===== src/rtl/upg_loader.sv =====
// Serial program loader: receives a framed byte stream, assembles little-endian
// 32-bit words and writes them to the instruction-memory programming port.
module upg_loader #(
  parameter int          ADDR_W      = 14,
  parameter logic [7:0]  SYNC_BYTE   = 8'hA5,
  parameter int          MAX_WORDS   = 16384,
  parameter int          TIMEOUT_CYC = 1000000
) (
  input  logic              clk_i,
  input  logic              rst_n,
  input  logic              rx_valid_i,
  input  logic [7:0]        rx_data_i,
  output logic              upg_wen_o,
  output logic [ADDR_W-1:0] upg_addr_o,
  output logic [31:0]       upg_data_o,
  output logic              upg_done_o,
  output logic              upg_err_o,
  output logic              busy_o
);

  // state | meaning
  // IDLE  | waiting for the sync byte after reset
  // CNT0  | expecting low byte of the word count
  // CNT1  | expecting high byte of the word count, range check
  // DATA  | assembling data words and issuing writes
  // CHK   | expecting the XOR checksum byte
  // DONE  | load complete, checksum good
  // ERR   | frame rejected (count, checksum or timeout)
  typedef enum logic [2:0] {IDLE, CNT0, CNT1, DATA, CHK, DONE, ERR} state_t;

  localparam int TO_W = $clog2(TIMEOUT_CYC + 1);

  state_t            state;
  logic [7:0]        cnt_lo;
  logic [15:0]       words_left;
  logic [ADDR_W-1:0] word_idx;
  logic [1:0]        byte_idx;
  logic [23:0]       asm_q;
  logic [7:0]        chk;
  logic [TO_W-1:0]   to_cnt;
  logic [15:0]       cnt_n;
  logic              in_frame;
  logic              is_sync;

  assign cnt_n    = {rx_data_i, cnt_lo};
  assign in_frame = (state == CNT0) || (state == CNT1) || (state == DATA) || (state == CHK);
  assign is_sync  = rx_valid_i && (rx_data_i == SYNC_BYTE);

  always_ff @(posedge clk_i) begin
    if (!rst_n) begin
      state      <= IDLE;
      cnt_lo     <= '0;
      words_left <= '0;
      word_idx   <= '0;
      byte_idx   <= '0;
      asm_q      <= '0;
      chk        <= '0;
      to_cnt     <= '0;
      upg_wen_o  <= 1'b0;
      upg_addr_o <= '0;
      upg_data_o <= '0;
      upg_done_o <= 1'b0;
      upg_err_o  <= 1'b0;
      busy_o     <= 1'b0;
    end else begin
      upg_wen_o <= 1'b0;

      if (in_frame && !rx_valid_i) to_cnt <= to_cnt + TO_W'(1);
      else                         to_cnt <= '0;

      case (state)
        IDLE, DONE, ERR: begin
          if (is_sync) begin
            state      <= CNT0;
            upg_done_o <= 1'b0;
            upg_err_o  <= 1'b0;
            busy_o     <= 1'b1;
            word_idx   <= '0;
            byte_idx   <= '0;
            chk        <= '0;
          end
        end
        CNT0: begin
          if (rx_valid_i) begin
            cnt_lo <= rx_data_i;
            state  <= CNT1;
          end
        end
        CNT1: begin
          if (rx_valid_i) begin
            words_left <= cnt_n;
            if (cnt_n == 16'd0 || 32'(cnt_n) > MAX_WORDS) begin
              state     <= ERR;
              upg_err_o <= 1'b1;
              busy_o    <= 1'b0;
            end else begin
              state <= DATA;
            end
          end
        end
        DATA: begin
          if (rx_valid_i) begin
            chk      <= chk ^ rx_data_i;
            asm_q    <= {rx_data_i, asm_q[23:8]};
            byte_idx <= byte_idx + 2'd1;
            // The fourth byte completes the word straight from the input, so
            // the write goes out the next cycle without holding off rx.
            if (byte_idx == 2'd3) begin
              upg_wen_o  <= 1'b1;
              upg_data_o <= {rx_data_i, asm_q};
              upg_addr_o <= word_idx;
              word_idx   <= word_idx + ADDR_W'(1);
              words_left <= words_left - 16'd1;
              if (words_left == 16'd1) state <= CHK;
            end
          end
        end
        CHK: begin
          if (rx_valid_i) begin
            busy_o <= 1'b0;
            if (rx_data_i == chk) begin
              state      <= DONE;
              upg_done_o <= 1'b1;
            end else begin
              state     <= ERR;
              upg_err_o <= 1'b1;
            end
          end
        end
        default: state <= IDLE;
      endcase

      if (in_frame && !rx_valid_i && to_cnt == TO_W'(TIMEOUT_CYC - 1)) begin
        state     <= ERR;
        upg_err_o <= 1'b1;
        busy_o    <= 1'b0;
      end
    end
  end

endmodule


===== config.mk =====
export PLATFORM = sky130hd
export DESIGN_NAME = upg_loader
export DESIGN_NICKNAME = d
export VERILOG_FILES = /design/src/rtl/upg_loader.sv
export SDC_FILE = /design/constraint.sdc
export NUM_CORES = 1
export LEC_CHECK = 0
export BUFFER_PORTS_ARGS = -buffer_cell sky130_fd_sc_hd__buf_2
export CAP_MARGIN = 20
export CORE_AREA = 2 2 117 119
export DETAILED_ROUTE_END_ITERATION = 8
export DIE_AREA = 0 0 119 121
export PLACE_DENSITY = 0.75
export SLEW_MARGIN = 20
export SYNTH_ARGS = -nofsm -noshare
export SYNTH_HDL_FRONTEND = slang
export SYNTH_SLANG_ARGS = --single-unit

===== constraint.sdc =====
create_clock -name clk_i -period 5.93 [get_ports clk_i]
set_input_delay 0.8895 -clock clk_i [delete_from_list [all_inputs] [get_ports clk_i]]
set_output_delay 0.8895 -clock clk_i [all_outputs]
set_load 0.01 [all_outputs]

==> run_results.csv <==
group,metric,value,unit
synth,yosys.area.top_type,"dfxtp_1",
run,drv_cap,0,
power_and_ir_drop,pwr-share-clk,0.461,
sta,slew_headroom,0.2799,
clocking,cts_made_buffers,17,
clocking,holdBufCountCts,0,
min_path,worstHoldPathCells,2,
power_and_ir_drop,comb_power_share,0.075,
worst_setup_path,r2r_end,"chk[2]",
sta,skew,0.004464,ns
clocking,post_cts.repair.setup_buffers,0,
power_and_ir_drop,vdd.ir_drop.worst,0.0001698,V
die,rows,42,
clocking,cts.sinks,145,
finish,layout-drive-gt1-share,0.1317,
clocking,path_clk_slew,0.06,ns
min_path,hold_path_class,"flip-flop to flip-flop",
drt,firstDrtPassIters,8,
min_path,min_from,"upg_data_o[20]",
synth,synthSimpleGateAreaFrac,0.2623,
worst_setup_path,critPathMaxFanout,32,
min_path,whs_endpoint,"upg_data_o[20]",
sta,fmax,319.1,MHz
finish,post-route-util,0.5577,
clocking,htreeDepth,4,
die,dieArea,14400,µm²
worst_setup_path,crit_type,"flip-flop to flip-flop",
synth,synth_compound_area_frac,0.1891,
synth,ys_async_sr_fraction,0,
sta,tightestPinTransition,1.080,ns
die,start_util,0.4911,
finish,nFillCells,1198,
sta,setup_viol,0,
placement,dp_cells,1003,
synth,netlist.area_leader.share,0.4517,
clocking,clk_latency,0.42,ns
drt,vias_per_cell,5.524,
finish,nets,862,
die,core_area,13090,µm²
synth,muxShareOfSynthArea,0.01168,
synth,synth_edf_count,0,
grt,grt_max_degree,106,
power_and_ir_drop,switching_share,0.2485,
worst_setup_path,worstSetupEndpointType,"flip-flop",
grt,grt_remaining_overflow,0,
power_and_ir_drop,p_leak,2.550,nW
die,ios,61,
sta,finalHoldViolations,0,
drt,num_vias,5717,
worst_setup_path,crit_required,6.27,ns
worst_setup_path,reg2reg_depth,5,
sta,finalCritPeriodShare,0.5284,
sta,hold-worst-slack,0.4487,ns
synth,yosys-top-cells-area,"dfxtp_1 45%, nand2_1 11%, a21oi_1 8.8%, nor2_1 4.0%, clkbuf_1 2.5%",
worst_setup_path,timing.rr.start,"state[0]",
sta,period_needed,3.134,ns
synth,syn_nets,837,
grt,grt_use_total,0.2074,
power_and_ir_drop,netSwitchingPower,0.5398,mW
synth,synth_area,6426,µm²
drt,post_drt_wl_per_cell,14.22,µm
outcome,status,"complete, no violations",
placement,io_buffers,60,
finish,areaGrowthSynthToFinish,13.55,%
synth,synth_cell_types,64,
power_and_ir_drop,p_int,1.632,mW
worst_setup_path,start_kind,"flip-flop",
grt,grt_pass1_wl,24360,µm
synth,synth-seq-cells,145,
sta,slew_viol_final,0,
drt,ant_nets,0,
synth,synth.avg_cell_area,7.827,µm²
synth,synth_xor_area_frac,0.03135,
clocking,cts-root-buf,"clkbuf_16",
synth,ys_seq_area_frac,0.4517,
power_and_ir_drop,p_per_area,297.7,nW/µm²
die,die_w,119,µm
worst_setup_path,worstPathArrival,3.47,ns
finish,fin_cells,1035,
drt,first_iter_violations,430,
drt,drc_errors,0,
sta,tns,0,ns
synth,synth_fa_ha_area_frac,0.009735,
synth,synth_top_family_by_area,"simple AND/OR/NAND/NOR gates",
drt,drt-total-wl,14720,µm
grt,grt_pass1_vias,4946,
synth,synth_ff_type,"dfxtp_1",
grt,antenna_found_initial,0,
placement,routabilityCongestion,0.8421,
sta,grt_setup_unrepaired,"false",
worst_setup_path,r2r_slack,2.80,ns
synth,yosys_warnings,0,
placement,post-dp-hpwl,9300,µm
die,die_h,121,µm
synth,syn-instance-count,821,
clocking,clockBufferDepth,2,
clocking,cts_resized,0,
power_and_ir_drop,seqPwrFrac,0.464,
power_and_ir_drop,fin_total_pwr,2.172,mW
clocking,cts_tree,"done",
-- cells by family (layout without fill, tap and decap cells) --
| group | Yosys count | in the layout |
|---|---|---|
| flip-flops | 145 | 145 |
| multiplexers | 7 | 7 |
| AO/OA/AOI/OAI | 203 | 203 |
| other | 0 | 1 |
| adder cells (fa/ha/maj) | 5 | 5 |
| AND/OR/NAND/NOR | 369 | 369 |
| XOR/XNOR | 23 | 23 |
| buffers and inverters | 69 | 106 |
-- Yosys cell counts (all sizes together) (6+ instances only) --
cell,number
nand2,188
dfxtp,145
a21oi,113
nor2,68
clkbuf,43
o21ai,29
nor3,20
nand2b,16
nand3,16
buf,15
xnor2,15
nand4,13
or3,13
inv,10
a31oi,9
nor4,8
xor2,8
mux2i,6
o41ai,6
-- state kept, by name, indices dropped and copies added (netlist names), 2 cells and up --
register    count
cnt_lo          8
upg_addr_o     14
upg_data_o     32
byte_idx        2
words_left     16
state           3
word_idx       14
chk             8
to_cnt         20
asm_q          24
-- cell usage in the layout, fill, tap and decap left out, types with 5 or more instances in the layout --
cell / instances
dfxtp_1: 145
buf_2: 60
a21oi_1: 112
nor3_1: 18
o311ai_0: 5
mux2i_1: 5
a31oi_1: 9
nand2_1: 188
nand2b_1: 16
inv_1: 10
nand4_1: 13
clkbuf_16: 17
or3_1: 12
nor4_1: 8
o41ai_1: 6
xnor2_1: 15
nor2_1: 67
xor2_1: 8
ha_1: 5
nand3_1: 16
o21ai_0: 29
-- metrics by stage --
| step | cell area, µm² | setup WS [ns] |
|---|---|---|
| final | 7297 | 2.796 |
| after global routing | 7295 | 2.444 |
| after CTS | 7291 | 2.817 |
| after detailed placement | 6736 | 2.833 |
| after global placement | 6736 | 2.852 |
| after floorplan | 6426 | 3.362 |
-- routing by layer --
layer / track usage / vias to the layer above / part of all wire
met4: 0.06696 / 0 / 0.013
met5: 0 / - / 0
li1: - / 2903 / -
met1: 0.2762 / 2662 / 0.47
met2: 0.3301 / 135 / 0.47
met3: 0.05263 / 17 / 0.046
-- worst max-delay path: stages, from the launching register on --
cell     delay (ns)
dfxtp_1        0.66
and3b_1        0.86
nand2_1        0.84
o21ai_0        0.43
nor2_1         0.08
nor3_1         0.18
-- how the worst max path moves through the flow --
stage                 startpoint           end  cells past startpoint
CTS                     state[0]        chk[2]                      5
global placement        state[0]        chk[1]                      5
floorplan           rx_data_i[1]  word_idx[11]                      7
finish                  state[0]        chk[2]                      5
detailed placement      state[0]        chk[2]                      5
global route            state[0]        chk[1]                      5
-- final cells by class --
type / count / area [µm²] / share of cell area
clock buffer: 19 / 442.9 / 0.06070
multi-input combinational: 607 / 3246 / 0.4448
antenna: 1 / 2.502 / 0.0003429
clock inverter: 12 / 111.4 / 0.01526
sequential: 145 / 2903 / 0.3978
tap: 176 / 220.2 / 0.03018
timing repair buffer: 64 / 330.3 / 0.04527
inverter: 11 / 41.29 / 0.005658
-- power groups by stage --
stage                     Sequential [mW]  Combinational, mW  Clock (mW)
after floorplan                      1.02              0.139           0
after global placement               1.03              0.160           0
after detailed placement             1.03              0.161           0
after CTS                            1.01              0.161        1.02
after global routing                 1.01              0.181        1.06
final                                1.01              0.163        1.00
(Power assumes the default switching activity.)
